==> src/rtl/lsu_ctrl.sv <==
// Load/store unit: decodes a core load/store, runs one request/ack
// transaction on a single-port data memory with a timeout, and returns
// extended load data (or an error code) over a valid/ready response.
module lsu_ctrl #(
  parameter int XLEN    = 32,
  parameter int ADDR_W  = 32,
  parameter int TIMEOUT = 16
) (
  input  logic              clk,
  input  logic              rst,
  input  logic              req_valid,
  output logic              req_ready,
  input  logic              req_store,
  input  logic [2:0]        req_funct3,
  input  logic [ADDR_W-1:0] req_addr,
  input  logic [XLEN-1:0]   req_wdata,
  output logic              rsp_valid,
  input  logic              rsp_ready,
  output logic [XLEN-1:0]   rsp_rdata,
  output logic [1:0]        rsp_err,
  output logic              mem_req,
  output logic              mem_we,
  output logic [ADDR_W-1:0] mem_addr,
  output logic [XLEN/8-1:0] mem_wstrb,
  output logic [XLEN-1:0]   mem_wdata,
  input  logic              mem_ack,
  input  logic [XLEN-1:0]   mem_rdata
);

  localparam int NB  = XLEN / 8;
  localparam int LNW = $clog2(NB);
  localparam int CW  = $clog2(TIMEOUT + 1);

  localparam logic [1:0] ERR_OK   = 2'b00;
  localparam logic [1:0] ERR_MIS  = 2'b01;
  localparam logic [1:0] ERR_ILL  = 2'b10;
  localparam logic [1:0] ERR_TMO  = 2'b11;

  typedef enum logic [1:0] {S_IDLE, S_ACCESS, S_RESPOND} state_t;

  state_t            r_state, w_next;
  logic              r_store;
  logic [2:0]        r_f3;
  logic [LNW-1:0]    r_lane;
  logic [CW-1:0]     r_cnt;
  logic              r_rsp_valid;
  logic [XLEN-1:0]   r_rsp_rdata;
  logic [1:0]        r_rsp_err;
  logic              r_mem_req;
  logic              r_mem_we;
  logic [ADDR_W-1:0] r_mem_addr;
  logic [NB-1:0]     r_mem_wstrb;
  logic [XLEN-1:0]   r_mem_wdata;

  logic              w_accept;
  logic              w_illegal;
  logic              w_misal;
  logic [LNW-1:0]    w_lane;
  logic [NB-1:0]     w_strb;
  logic [XLEN-1:0]   w_wdata;
  logic [ADDR_W-1:0] w_waddr;
  logic [XLEN-1:0]   w_shr;
  logic [XLEN-1:0]   w_ldata;
  logic              w_tmo;

  assign w_accept  = (r_state == S_IDLE) && req_valid;
  assign w_lane    = req_addr[LNW-1:0];
  assign w_waddr   = req_addr & ~ADDR_W'(NB - 1);
  assign w_wdata   = req_wdata << {w_lane, 3'b000};
  assign w_shr     = mem_rdata >> {r_lane, 3'b000};
  assign w_tmo     = (r_state == S_ACCESS) && !mem_ack && (r_cnt == CW'(TIMEOUT - 1));

  // Request decode: legality, alignment and byte strobes from funct3 size bits
  always_comb begin
    w_illegal = 1'b0;
    w_misal   = 1'b0;
    w_strb    = '0;
    if (XLEN == 32)
      w_illegal = req_store ? (req_funct3 > 3'd2)
                            : (req_funct3 == 3'd3 || req_funct3 == 3'd6 || req_funct3 == 3'd7);
    else
      w_illegal = req_store ? (req_funct3 > 3'd3) : (req_funct3 == 3'd7);
    case (req_funct3[1:0])
      2'd0: begin w_misal = 1'b0;               w_strb = NB'(4'h1) << w_lane; end
      2'd1: begin w_misal = req_addr[0];        w_strb = NB'(4'h3) << w_lane; end
      2'd2: begin w_misal = |req_addr[1:0];     w_strb = NB'(4'hF) << w_lane; end
      default: begin w_misal = |req_addr[2:0];  w_strb = '1; end
    endcase
  end

  // Load data: lane-shifted read word, sign- or zero-extended by funct3
  always_comb begin
    w_ldata = w_shr;
    case (r_f3)
      3'b000:  w_ldata = XLEN'($signed(w_shr[7:0]));
      3'b001:  w_ldata = XLEN'($signed(w_shr[15:0]));
      3'b010:  w_ldata = XLEN'($signed(w_shr[31:0]));
      3'b100:  w_ldata = XLEN'(w_shr[7:0]);
      3'b101:  w_ldata = XLEN'(w_shr[15:0]);
      3'b110:  w_ldata = XLEN'(w_shr[31:0]);
      default: w_ldata = w_shr;
    endcase
  end

  // State register
  always_ff @(posedge clk or posedge rst) begin
    if (rst) r_state <= S_IDLE;
    else     r_state <= w_next;
  end

  // Next-state and request handshake
  always_comb begin
    w_next    = r_state;
    req_ready = 1'b0;
    case (r_state)
      S_IDLE: begin
        req_ready = 1'b1;
        if (req_valid) w_next = (w_illegal || w_misal) ? S_RESPOND : S_ACCESS;
      end
      S_ACCESS:  if (mem_ack || w_tmo) w_next = S_RESPOND;
      S_RESPOND: if (rsp_ready) w_next = S_IDLE;
      default:   w_next = S_IDLE;
    endcase
  end

  // Datapath: capture request, drive memory, build and hold the response
  always_ff @(posedge clk or posedge rst) begin
    if (rst) begin
      r_store     <= 1'b0;
      r_f3        <= '0;
      r_lane      <= '0;
      r_cnt       <= '0;
      r_rsp_valid <= 1'b0;
      r_rsp_rdata <= '0;
      r_rsp_err   <= ERR_OK;
      r_mem_req   <= 1'b0;
      r_mem_we    <= 1'b0;
      r_mem_addr  <= '0;
      r_mem_wstrb <= '0;
      r_mem_wdata <= '0;
    end else if (w_accept) begin
      r_store <= req_store;
      r_f3    <= req_funct3;
      r_lane  <= w_lane;
      r_cnt   <= '0;
      if (w_illegal || w_misal) begin
        // Error responses go straight out without touching memory
        r_rsp_valid <= 1'b1;
        r_rsp_err   <= w_illegal ? ERR_ILL : ERR_MIS;
        r_rsp_rdata <= '0;
      end else begin
        r_mem_req   <= 1'b1;
        r_mem_we    <= req_store;
        r_mem_addr  <= w_waddr;
        r_mem_wstrb <= req_store ? w_strb  : '0;
        r_mem_wdata <= req_store ? w_wdata : '0;
      end
    end else if (r_state == S_ACCESS) begin
      if (mem_ack) begin
        // An ack in the final allowed cycle still counts as success
        r_mem_req   <= 1'b0;
        r_mem_we    <= 1'b0;
        r_rsp_valid <= 1'b1;
        r_rsp_err   <= ERR_OK;
        r_rsp_rdata <= r_store ? '0 : w_ldata;
        r_cnt       <= '0;
      end else if (w_tmo) begin
        r_mem_req   <= 1'b0;
        r_mem_we    <= 1'b0;
        r_rsp_valid <= 1'b1;
        r_rsp_err   <= ERR_TMO;
        r_rsp_rdata <= '0;
        r_cnt       <= '0;
      end else begin
        r_cnt <= r_cnt + CW'(1);
      end
    end else if (r_state == S_RESPOND && rsp_ready) begin
      r_rsp_valid <= 1'b0;
      r_cnt       <= '0;
    end
  end

  assign rsp_valid = r_rsp_valid;
  assign rsp_rdata = r_rsp_rdata;
  assign rsp_err   = r_rsp_err;
  assign mem_req   = r_mem_req;
  assign mem_we    = r_mem_we;
  assign mem_addr  = r_mem_addr;
  assign mem_wstrb = r_mem_wstrb;
  assign mem_wdata = r_mem_wdata;

endmodule
==> config.mk <==
export PLATFORM = sky130hd
export DESIGN_NAME = lsu_ctrl
export DESIGN_NICKNAME = d
export VERILOG_FILES = /design/src/rtl/lsu_ctrl.sv
export SDC_FILE = /design/constraint.sdc
export NUM_CORES = 1
export LEC_CHECK = 0
export ABC_AREA = 0
export ABC_CLOCK_PERIOD_IN_PS = 5000
export BUFFER_PORTS_ARGS = -buffer_cell sky130_fd_sc_hd__buf_4
export CORE_MARGIN = 4
export CORE_UTILIZATION = 50
export DETAILED_ROUTE_END_ITERATION = 16
export PLACE_DENSITY = 0.82
export SYNTH_ARGS = -nofsm -noshare
export SYNTH_HDL_FRONTEND = slang
export SYNTH_SLANG_ARGS = --single-unit
==> constraint.sdc <==
create_clock -name clk -period 5 [get_ports clk]
set_input_delay 1 -clock clk [delete_from_list [all_inputs] [get_ports clk]]
set_output_delay 1 -clock clk [all_outputs]
set_load 0.05 [all_outputs]
==> run summary, run 1 <==
Drt drc = 0
Drt wl/cell = 17.63 microns
Detailed placement HPWL = 12790 microns
GRT overflow = 0
Number of inserted diodes = 0
Io pins = 211
Setup TNS Final = 0 ns
Initial antenna violation count = 0
Main area contributors after synthesis = dfrtp_1 (49%), nand2_1 (12%), mux2i_1 (5.4%), o21ai_0 (4.1%), mux2_2 (4.0%)
Largest net degree at the start of global routing = 84
Hold path startpoint = mem_addr[10]
Pins over their slew limit = 0
Flip-flop and latch area = 2903 sq um
Via density = 5.558
R2R setup slack = 1.62 ns
Post-cts resize count = 0
Syn Inst Count = 639
Reg2Reg Launch Point = r_state[0]
Worst-path maximum fanout = 33
R2r endpoint = rsp_rdata[3]
Num CTS Buffers = 17
Post-CTS Hold Fix Bufs = 0
PortBufs = 208
Status = finished clean
Worst hold path class = flip-flop to flip-flop
Core Region = 11560 sq um
Final setup margin = 1.415 ns
Die width = 117.3 microns
Root Driver = clkbuf_16
Async set-reset flop share out of synthesis = 100.0%
CTS tree = built
Nets = 935
Headroom to the max-slew limit = 24.02%
Hold path endpoint = mem_addr[10]
Avg Cell Area, Syn = 9.356 sq um
Die height = 117.3 microns
Kind of end point of the critical path = flip-flop
Number of synthesized flops with an enable pin = 0
Power Dens Cells = 708.5 nW/um^2
Final hold vios = 0
Maxcap violations = 0
Worst skew pair latency = 0.41 ns
Initial Util = 51.69%
Share of cells above drive strength 1 = 34.57%
Gr usage total = 25.25%
Gp weighted congestion = 0.9597
Commonest non-fill, non-tap cell in the layout = buf_4
Final setup violation count = 0
Pre-CTS WS = 1.041 ns
Seq/Total Area, Yosys = 48.56%
Post-CTS Setup Bufs = 0
Most frequent cells in the layout = buf_4 (214), nand2_1 (186), dfrtp_1 (116)
Multi-input logic area = 2769 sq um
Post-synth cell types = 49
DRT Wirelength = 17260 microns
Vias in the first global route = 5569
Crit Path Category = input pin to flip-flop
Maximum VDD drop = 0.0004409 V
Clock tree buffer depth = 2
Worst R2R Path Depth = 5
H-tree levels = 4
RSZ-0062 raised after global routing = false
First-pass DRT Iterations = 5
Mapped cell area = 5978 sq um
Antenna Violating Nets Remaining = 0
Vias = 5441
Required time of the worst setup path = 5.29 ns
Worst-path clk slew = 0.05 ns
Skew final = 0.008566 ns
Worst Hold Depth = 2
Critical Path Source Type = input pin
TritonCTS Sinks = 116
Yosys top cell area share = 48.56%
Row cnt = 39
Max Freq = 0.2790 GHz
Worst Tran Pin Value = 1.140 ns
Number of synthesized register bits = 116
CP startpoint = req_addr[0]
First-pass GRT wire length = 28260 microns
Pleak = 4.092 nW
Synth area leader = dfrtp_1
1st-iter DRT viols = 324
Yosys warns = 0
Number of fill cells = 861
Total power = 5.750 mW
P&R area growth vs syn = 35.75%
Final worst-path cycle share = 71.69%
Minimum clock period after layout = 3.585 ns
Arr. time, crit path = 3.88 ns
Die ar. = 13770 sq um
Top_reg_cell synth = dfrtp_1
==> registers in the layout, indices dropped and copies added, names as in the netlist <==
| register | flops |
|---|---|
| mem_req | 1 |
| rsp_err | 2 |
| r_store | 1 |
| r_cnt | 5 |
| mem_wdata | 32 |
| mem_addr | 30 |
| r_lane | 2 |
| mem_wstrb | 4 |
| rsp_rdata | 32 |
| rsp_valid | 1 |
| mem_we | 1 |
| r_state | 2 |
| r_f3 | 3 |
==> worst max-delay path: stages <==
cell and delay (ns):
buf_4 0.36, a211oi_1 0.14, nor2_1 0.28, o21ba_1 0.67
or2_1 0.69, buf_4 0.38, mux2_4 0.32
==> metal layers <==
metal	wire [microns]	global-route usage [%]	vias to the layer above
met3	1636	8.951	28
met5	0	0	-
met1	6832	30.24	2601
li1	-	-	2545
met2	8423	42.09	267
met4	364	9.311	0
==> Yosys cell counts (2+ instances only) <==
cell type	n
nand2_1	186
dfrtp_1	116
o21ai_0	49
mux2i_1	32
nor2_1	23
nor3_1	23
mux2_2	21
clkbuf_1	18
a31oi_1	16
buf_2	15
a21oi_1	14
nand3_1	13
a211oi_1	10
mux2_4	10
buf_6	8
o211ai_1	8
o31ai_2	8
inv_1	7
and2_1	6
ha_1	6
mux2_1	6
nand2b_1	5
nor2b_1	4
a22o_1	3
buf_1	3
buf_4	3
or3_1	3
nand3b_1	2
==> worst max-delay path by stage <==
stage | endpoint | slack, ns | cells past startpoint
detailed placement | rsp_rdata[3] | 1.04 | 6
CTS | rsp_rdata[3] | 1.47 | 7
finish | rsp_rdata[3] | 1.42 | 7
global route | rsp_rdata[3] | 1.21 | 7
global placement | rsp_rdata[6] | 1.14 | 6
floorplan | mem_addr[10] | 0.93 | 1
==> cell families after synthesis <==
group                      Yosys count  share of synthesized area, %
adders and majority gates            6                         1.256
buffers and inverters               57                         5.295
DFF                                116                         48.56
muxes                               69                         12.96
other                                1                       0.06273
and+or+nand+nor                    271                         19.05
AOI/OAI and AO/OA                  119                         12.83
==> power breakdown <==
group          switching [mW]  total [mW]  leakage, nW  internal, mW
Sequential              0.277        1.59         1.49          1.32
Clock                   0.415        1.28        0.306         0.868
Combinational            1.97        2.87         2.30         0.902
Total                    2.66        5.75         4.09          3.09
==> cell type report <==
type                            count  share of cell area, %
Timing Repair Buffer              214                  19.80
Clock inverter                      9                  1.866
Sequential cell                   116                  35.77
Clock buffer                       22                  5.843
Multi-Input combinational cell    467                  34.12
Inverter                            8                 0.4009
Tap cell                          143                  2.205
==> per-stage QoR <==
| step | util (%) | hold WS, ns | cell area (sq um) | cells |
|---|---|---|---|---|
| detailed placement | 64.76 | 0.4633 | 7490 | 948 |
| floorplan | - | 0.4725 | 5982 | 640 |
| global route | 70.17 | 0.4854 | 8115 | 979 |
| CTS | 70.17 | 0.4761 | 8115 | 979 |
| global placement | 64.76 | 0.4600 | 7490 | 948 |
| finish | 70.17 | 0.4730 | 8115 | 979 |
(Power assumes the default switching activity.)
==> inputs of run 2 (changes only) <==
Settings changed: ABC_CLOCK_PERIOD_IN_PS 5000 to 3500.
Clock period 5 ns to 3.5 ns, I/O delays scaled along.
==> run summary, run 2 (same netlist as run 1, synthesis figures left out) <==
Nets = 940
Clock tree buffer depth = 2
Maxcap violations = 0
Io pins = 211
Drt wl/cell = 18.04 microns
Pins over their slew limit = 0
Core Region = 11560 sq um
Pleak = 4.111 nW
Die width = 117.3 microns
Vias = 5478
Crit Path Category = input pin to flip-flop
Via density = 5.561
Num CTS Buffers = 17
Worst skew pair latency = 0.42 ns
Critical Path Source Type = input pin
Initial antenna violation count = 0
WHS = 0.4322 ns
Design area = 8162 sq um
Final setup violation count = 0
Post-CTS Hold Fix Bufs = 0
Most frequent cells in the layout = buf_4 (216), nand2_1 (186), dfrtp_1 (116)
Arr. time, crit path = 2.73 ns
Initial Util = 51.69%
Power Dens Cells = 1001 nW/um^2
RSZ-0062 raised after global routing = false
GRT overflow = 0
Vias in the first global route = 5630
1st-iter DRT viols = 397
Row cnt = 39
P&R area growth vs syn = 36.52%
Largest net degree at the start of global routing = 117
H-tree levels = 4
Final worst-path cycle share = 70.54%
Fin cells = 985
Share of cells above drive strength 1 = 35.27%
Number of fill cells = 849
Skew final = 0.01596 ns
Placed cells = 953
Gr usage total = 26.06%
Final Core Density = 70.57%
Worst Tran Pin Value = 0.9111 ns
Detailed placement HPWL = 12970 microns
Minimum clock period after layout = 2.469 ns
Status = finished clean
First-pass DRT Iterations = 4
Root Driver = clkbuf_16
PortBufs = 208
Final setup margin = 1.031 ns
Headroom to the max-slew limit = 39.26%
Number of inserted diodes = 0
Max Freq = 0.4050 GHz
Worst-path maximum fanout = 96
Gp weighted congestion = 0.9108
Maximum VDD drop = 0.0006377 V
Post-CTS Setup Bufs = 0
Die height = 117.3 microns
Final hold vios = 0
Total power = 8.167 mW
Kind of end point of the critical path = flip-flop
Required time of the worst setup path = 3.76 ns
First-pass GRT wire length = 28950 microns
Setup TNS Final = 0 ns
Worst-path clk slew = 0.06 ns
Drt drc = 0
Pre-CTS WS = 0.6635 ns
DRT Wirelength = 17770 microns
CTS tree = built
Die ar. = 13770 sq um
Worst hold path class = input pin to async pin
Antenna Violating Nets Remaining = 0
TritonCTS Sinks = 116
Post-DP Area = 7566 sq um
Commonest non-fill, non-tap cell in the layout = buf_4
Post-cts resize count = 0
==> run 2: path summary, 6_finish.rpt <==
path / startpoint / endpoint / slack [ns] / cells after the start
max reg2reg: r_lane[0] / rsp_rdata[14] / 1.12 / 6
min reg2reg: mem_addr[30] / mem_addr[30] / 0.48 / 2
min in group clk: req_addr[17] / mem_addr[17] / 0.46 / 3
max in group asynchronous: rst / mem_wdata[5] / 2.59 / 3
max: req_funct3[0] / mem_wdata[1] / 1.03 / 8
min: rst / rsp_rdata[4] / 0.43 / 3
==> run 2: where the power goes <==
group | leakage (nW) | internal, mW | switching (mW)
registers | 1.49 | 1.88 | 0.387
logic | 2.33 | 1.32 | 2.83
clock network | 0.293 | 1.07 | 0.683
total | 4.11 | 4.27 | 3.90
==> run 2: layout make-up <==
class	instances	area, sq um	share of cell area, %
clock buffer	17	425.4	5.212
clock inverter	15	170.2	2.085
inverter	8	33.78	0.4139
multi-input combinational	467	2769	33.93
sequential	116	2903	35.57
tap	143	178.9	2.192
timing repair buffer	219	1682	20.60
==> run 2: worst max-delay path, cell delays in order <==
cell,delay (ns)
buf_4,0.13
ha_1,0.27
a211oi_1,0.30
nor2_1,0.14
or3_2,0.46
buf_4,0.39
nand2_1,0.19
o21ai_0,0.10
==> run 2: routing by layer <==
metal / global-route usage (%) / vias up / share of wire [%]
met3: 7.892 / 39 / 8.7
met5: 0 / - / 0
met1: 30.86 / 2605 / 38
met4: 11.58 / 0 / 2.8
li1: - / 2561 / -
met2: 43.89 / 273 / 51
